===== config.mk =====
export PLATFORM = sky130hd
export DESIGN_NAME = mem_port_arbiter
export DESIGN_NICKNAME = d
export VERILOG_FILES = /design/src/rtl/mem_arb_pkg.sv /design/src/rtl/mem_arb_picker.sv /design/src/rtl/mem_port_arbiter.sv
export SDC_FILE = /design/constraint.sdc
export NUM_CORES = 1
export LEC_CHECK = 0
export ABC_AREA = 1
export BUFFER_PORTS_ARGS = -buffer_cell sky130_fd_sc_hd__buf_2
export CORE_AREA = 2 2 289 291
export CTS_CLUSTER_DIAMETER = 80
export DETAILED_ROUTE_END_ITERATION = 16
export DIE_AREA = 0 0 291 293
export GPL_TIMING_DRIVEN = 1
export MAX_ROUTING_LAYER = met4
export REMOVE_ABC_BUFFERS = 1
export SETUP_SLACK_MARGIN = 0.02
export SYNTH_ARGS = -nofsm -noshare
export SYNTH_HDL_FRONTEND = slang
export SYNTH_SLANG_ARGS = --single-unit

===== constraint.sdc =====
create_clock -name clk -period 1.73 [get_ports clk]
set_input_delay 0.2595 -clock clk [delete_from_list [all_inputs] [get_ports clk]]
set_output_delay 0.2595 -clock clk [all_outputs]
set_load 0.02 [all_outputs]

===== src/rtl/mem_arb_pkg.sv =====
// mem_arb_pkg: shared state encoding, requester ids and default widths for the
// I/D memory port arbiter.
package mem_arb_pkg;

    typedef enum logic [1:0] {
        ST_IDLE  = 2'd0,
        ST_ISSUE = 2'd1,
        ST_WAIT  = 2'd2,
        ST_RESP  = 2'd3
    } arb_state_e;

    localparam logic REQ_I = 1'b0;
    localparam logic REQ_D = 1'b1;

    localparam int DEF_ADDR_WIDTH = 32;
    localparam int DEF_LINE_WIDTH = 128;

endpackage


===== src/rtl/mem_arb_picker.sv =====
// mem_arb_picker: picks the winning requester for the shared memory port.
// MEM_ARB_ROUND_ROBIN_EN: ties go to the requester that was not granted last.
module mem_arb_picker
    import mem_arb_pkg::*;
(
    input  logic i_valid,
    input  logic d_valid,
    input  logic last_grant,
    output logic grant_valid,
    output logic grant_id
);

`ifdef MEM_ARB_ROUND_ROBIN_EN
    always_comb begin
        grant_valid = i_valid | d_valid;
        grant_id    = REQ_D;
        if (i_valid && d_valid) begin
            grant_id = (last_grant == REQ_I) ? REQ_D : REQ_I;
        end else if (i_valid) begin
            grant_id = REQ_I;
        end
    end
`else
    // Fixed priority has no history; the port exists so both builds share a wrapper.
    logic unused_last_grant;
    assign unused_last_grant = last_grant;

    always_comb begin
        grant_valid = i_valid | d_valid;
        grant_id    = REQ_D;
        if (!d_valid && i_valid) begin
            grant_id = REQ_I;
        end
    end
`endif

endmodule


===== src/rtl/mem_port_arbiter.sv =====
// mem_port_arbiter: shares one line-granular memory port between the I and D cache paths.
// Tie-break set by MEM_ARB_ROUND_ROBIN_EN (undefined: D always beats I).
module mem_port_arbiter
    import mem_arb_pkg::*;
#(
    parameter int ADDR_WIDTH = DEF_ADDR_WIDTH,
    parameter int LINE_WIDTH = DEF_LINE_WIDTH
) (
    input  logic                  clk,
    input  logic                  reset,
    input  logic                  i_req_valid,
    input  logic [ADDR_WIDTH-1:0] i_req_addr,
    input  logic                  i_req_write,
    input  logic [LINE_WIDTH-1:0] i_req_wdata,
    output logic                  i_req_ready,
    output logic                  i_resp_valid,
    input  logic                  d_req_valid,
    input  logic [ADDR_WIDTH-1:0] d_req_addr,
    input  logic                  d_req_write,
    input  logic [LINE_WIDTH-1:0] d_req_wdata,
    output logic                  d_req_ready,
    output logic                  d_resp_valid,
    output logic [LINE_WIDTH-1:0] resp_rdata,
    output logic                  mem_req_valid,
    output logic [ADDR_WIDTH-1:0] mem_req_addr,
    output logic                  mem_req_write,
    output logic [LINE_WIDTH-1:0] mem_req_wdata,
    input  logic                  mem_ready,
    input  logic                  mem_resp_valid,
    input  logic [LINE_WIDTH-1:0] mem_resp_rdata,
    output logic                  busy
);

    // state    | meaning
    // ST_IDLE  | no owner; arbitrate and latch the winner's request
    // ST_ISSUE | mem_req_valid held with latched fields until memory accepts
    // ST_WAIT  | waiting for mem_resp_valid
    // ST_RESP  | one-cycle resp_valid pulse to the owner

    arb_state_e            state_q;
    logic                  owner_q;
    logic [ADDR_WIDTH-1:0] addr_q;
    logic                  write_q;
    logic [LINE_WIDTH-1:0] wdata_q;
    logic [LINE_WIDTH-1:0] rdata_q;
    logic                  last_grant;
    logic                  grant_valid;
    logic                  grant_id;
    logic                  grant_now;

`ifdef MEM_ARB_ROUND_ROBIN_EN
    logic last_grant_q;
    assign last_grant = last_grant_q;
`else
    assign last_grant = REQ_D;
`endif

    mem_arb_picker u_picker (
        .i_valid     (i_req_valid),
        .d_valid     (d_req_valid),
        .last_grant  (last_grant),
        .grant_valid (grant_valid),
        .grant_id    (grant_id)
    );

    assign grant_now = (state_q == ST_IDLE) && grant_valid;

    always_ff @(posedge clk or negedge reset) begin
        if (!reset) begin
            state_q <= ST_IDLE;
            owner_q <= REQ_D;
            addr_q  <= '0;
            write_q <= 1'b0;
            wdata_q <= '0;
            rdata_q <= '0;
`ifdef MEM_ARB_ROUND_ROBIN_EN
            last_grant_q <= REQ_D;
`endif
        end else begin
            case (state_q)
                ST_IDLE: begin
                    if (grant_now) begin
                        state_q <= ST_ISSUE;
                        owner_q <= grant_id;
                        if (grant_id == REQ_I) begin
                            addr_q  <= i_req_addr;
                            write_q <= i_req_write;
                            wdata_q <= i_req_wdata;
                        end else begin
                            addr_q  <= d_req_addr;
                            write_q <= d_req_write;
                            wdata_q <= d_req_wdata;
                        end
`ifdef MEM_ARB_ROUND_ROBIN_EN
                        last_grant_q <= grant_id;
`endif
                    end
                end
                ST_ISSUE: begin
                    if (mem_ready) begin
                        state_q <= ST_WAIT;
                    end
                end
                ST_WAIT: begin
                    if (mem_resp_valid) begin
                        rdata_q <= mem_resp_rdata;
                        state_q <= ST_RESP;
                    end
                end
                ST_RESP: state_q <= ST_IDLE;
                default: state_q <= ST_IDLE;
            endcase
        end
    end

    // Ready is decoded from live inputs, so it must also be forced low while reset is held.
    assign i_req_ready   = reset && grant_now && (grant_id == REQ_I);
    assign d_req_ready   = reset && grant_now && (grant_id == REQ_D);
    assign i_resp_valid  = (state_q == ST_RESP) && (owner_q == REQ_I);
    assign d_resp_valid  = (state_q == ST_RESP) && (owner_q == REQ_D);
    assign resp_rdata    = rdata_q;
    assign mem_req_valid = (state_q == ST_ISSUE);
    assign mem_req_addr  = addr_q;
    assign mem_req_write = write_q;
    assign mem_req_wdata = wdata_q;
    assign busy          = (state_q != ST_IDLE);

endmodule


==> impl_metrics.yaml <==
critical_path:
  ff2ff_setup_slack_ps: 100
  crit_type: "flop to output pin"
  crit_chain: "inv_2 -> ha_4 -> buf_6 -> nand2_4 -> nor2_4 -> buf_6"
  slowest_delay_ps: 390
  cp.required_ps: 1470
  timing.rr.end: "mem_req_addr[21]"
  crit_path_end_kind: "output pin"
  ff2ff_path_depth: 8
  crit_path_start: "state_q[1]"
  crit_fanout: 2
  crit_slowest_cell: "dfrtp_1"
  cp.arrival_ps: 1550
  crit_top_cell: "buf_6"
  r2r-start: "state_q[1]"
  start_kind: "flop"
global_routing:
  met1_usage: 0.166
  grt_busiest_layer: "met2"
  grt_start_max_net_pins: 105
  groute.usage.overall: 0.141
  grt_pass1_vias: 16600
  grt_use_met3: 0.0310
  antenna_found_initial: 6
  grt_pass1_wl_um: 92400
  overflow: 0
  met2_usage: 0.228
logic_synthesis:
  synth-seq-cells: 292
  syn_area_per_cell_sq_um: 7.18
  synth-async-reset-ratio: 1.00
  synth_cells: 1951
  synth_edf_count: 0
  syn_area_sq_um: 14000
  synth_cell_types: 18
  yosys_warnings: 0
  synthMostInstantiatedCell: "nand2_1"
  ys_seq_area_frac: 0.521
  yosys.area.top_type_share: 0.520
  yosys-top-cells-area: "dfrtp_1 52%, nand2_1 24%, nand3_1 10%"
  synthFlopType: "dfrtp_1"
  yosys-top-cells-count: "911 x nand2_1, 332 x inv_1, 291 x dfrtp_1, 290 x nand3_1, 52 x clkbuf_1"
  synth_area_leader_cell: "dfrtp_1"
pwr:
  total_power_mw: 38.8
  power.density_cell_area_nw_per_um2: 1590
  leakagePower_nw: 14.3
  peakVddDrop_mv: 0.853
sta:
  finClkSkew_ps: 24.5
  timing.final.crit_share: 1.04
  tightest_slew_ps: 748
  rsz0062_at_grt: "true"
  worst_slack_ps: -76.6
  slew_headroom: 0.500
  hold-worst-slack_ps: 38.7
  layout_min_cycle_time_ps: 1810
  finalHoldViolations: 0
  max_freq_mhz: 554
  setup_viol: 4
  drv_slew: 0
worst_hold_path:
  hold_path.class: "input port to flop"
  holdCritStartpoint: "i_req_wdata[32]"
  hold_end: "mem_req_wdata[32]"
  hold_depth: 5
detailed_routing:
  routed_wl_um: 60500
  via_per_inst: 3.94
  antenna_left: 0
  wire_per_inst_um: 14.6
  first_pass_iters: 5
  drt_iter0_markers: 1056
  via_count: 16300
  drc: 0
floorplanning:
  dieWidth_um: 291
  placementRows: 105
  start_util: 0.171
  die_h_um: 293
  fp.coreArea_sq_um: 81800
  die_area_sq_um: 85300
  io_pins: 751
clock_tree:
  cts_root_buffer: "clkbuf_16"
  cts_tree: "done"
  insertion_delay_ps: 560
  numCtsBuffers: 38
  clkTransAtPathRegs_ps: 60
  cts.path.max_buffers: 3
  cts.sinks: 292
  htreeDepth: 2
status:
  outcome: "finished with violations"
  violations: "negative setup slack"
final_layout:
  instances_no_fill: 4148
  fin_area_sq_um: 24400
  finalNetCount: 3501
  area_growth_pct: 73.9
  fillers: 8611
  final_layout_size_suffix_gt1_frac: 0.303
placement:
  io_buffer_count: 750
  dpl_cell_area_sq_um: 19700
  dp_cells: 3753
  gp_congestion: 0.946
  dp_hpwl_um: 43500
job:
  maxCapViolCount: 0
what timing repair did:
action / 4_1_cts / 5_1_grt
gates resized for setup: 25 / 4
hold buffers: 317 / 0
pin swaps: 3 / 2
setup endpoints to repair: 7 / 9
buffers inserted: 2 / 1
endpoints found under the hold margin: 427 / 0
cell families after synthesis:
logic type / after synthesis / share of synthesized area
adders and majority gates: 4 / 0.00357
buffers and inverters: 444 / 0.123
and+or+nand+nor: 1209 / 0.351
AOI/OAI and AO/OA: 2 / 0.00116
DFF: 292 / 0.521
routing by layer:
metal  vias up  part of all wire  wire, um
li1       7963                 -         -
met2       685              0.47     28700
met3       184             0.069      4140
met4         0             0.050      3030
met1      7514              0.41     24600
met5         -                 0         0
sequential cells by signal (all words and copies together), names as in the netlist:
register,flops
state_q,2
mem_req_write,1
resp_rdata,128
mem_req_addr,32
owner_q,1
mem_req_wdata,128
worst max path at each step:
stage                               endpoint  slack, ps  cells past startpoint
after floorplan                resp_rdata[0]      -4160                      5
after global placement    mem_req_wdata[100]        170                      8
after detailed placement  mem_req_wdata[119]        160                      8
after CTS                        d_req_ready       -110                      6
after global routing             d_req_ready       -150                      6
final                            d_req_ready        -80                      6
worst max-delay path: cells and delay by family, from the launching register on:
family | cells | cell delay, ps
flip-flops | 1 | 390
buffers and inverters | 3 | 320
adder cells (fa/ha/maj) | 1 | 160
AND/OR/NAND/NOR | 2 | 130
metrics by stage:
| step | util | TNS (ps) | setup WS, ps |
|---|---|---|---|
| final | 0.298 | -216 | -76.6 |
| after global routing | 0.298 | -539 | -148 |
| after CTS | 0.297 | -384 | -112 |
| after detailed placement | 0.241 | 0 | 157 |
| after global placement | 0.241 | 0 | 166 |
| after floorplan | - | -833250 | -4160 |
final cells by class:
| type | count | area [sq um] | area share |
|---|---|---|---|
| diodes | 7 | 17.5 | 0.000719 |
| clock buffers | 45 | 1030 | 0.0422 |
| clock inverters | 25 | 343 | 0.0141 |
| inverters | 334 | 1260 | 0.0518 |
| multi-input cells | 1215 | 5080 | 0.209 |
| flip-flops and latches | 292 | 7310 | 0.300 |
| well taps | 1070 | 1340 | 0.0549 |
| repair buffers | 1160 | 7990 | 0.328 |
where the power goes:
group | internal, mW | switching [mW]
combinational | 6.38 | 11.6
clock | 5.34 | 3.29
sequential | 10.2 | 1.93
layout by cell type (no fill, tap or decap):
master / n
nor2_2: 1
o21ai_4: 1
dfrtp_2: 1
buf_2: 742
ha_2: 1
nand2_1: 909
clkinv_8: 1
buf_6: 7
clkbuf_8: 5
clkbuf_16: 38
nand4_1: 2
clkinv_2: 8
nand2_4: 2
clkinvlp_4: 4
a21boi_0: 1
nor2_1: 1
buf_4: 68
inv_8: 1
inv_6: 4
inv_4: 1
dlygate4sd3_1: 317
diode_2: 7
ha_4: 3
buf_8: 1
clkinv_4: 1
bufinv_16: 7
dfrtp_1: 290
inv_2: 2
inv_1: 330
buf_12: 25
nand3_1: 290
nand2_8: 1
nor2_4: 2
clkbuf_1: 2
dfstp_2: 1
nor3_4: 1
Note: power is estimated with default switching activity, not from simulation.
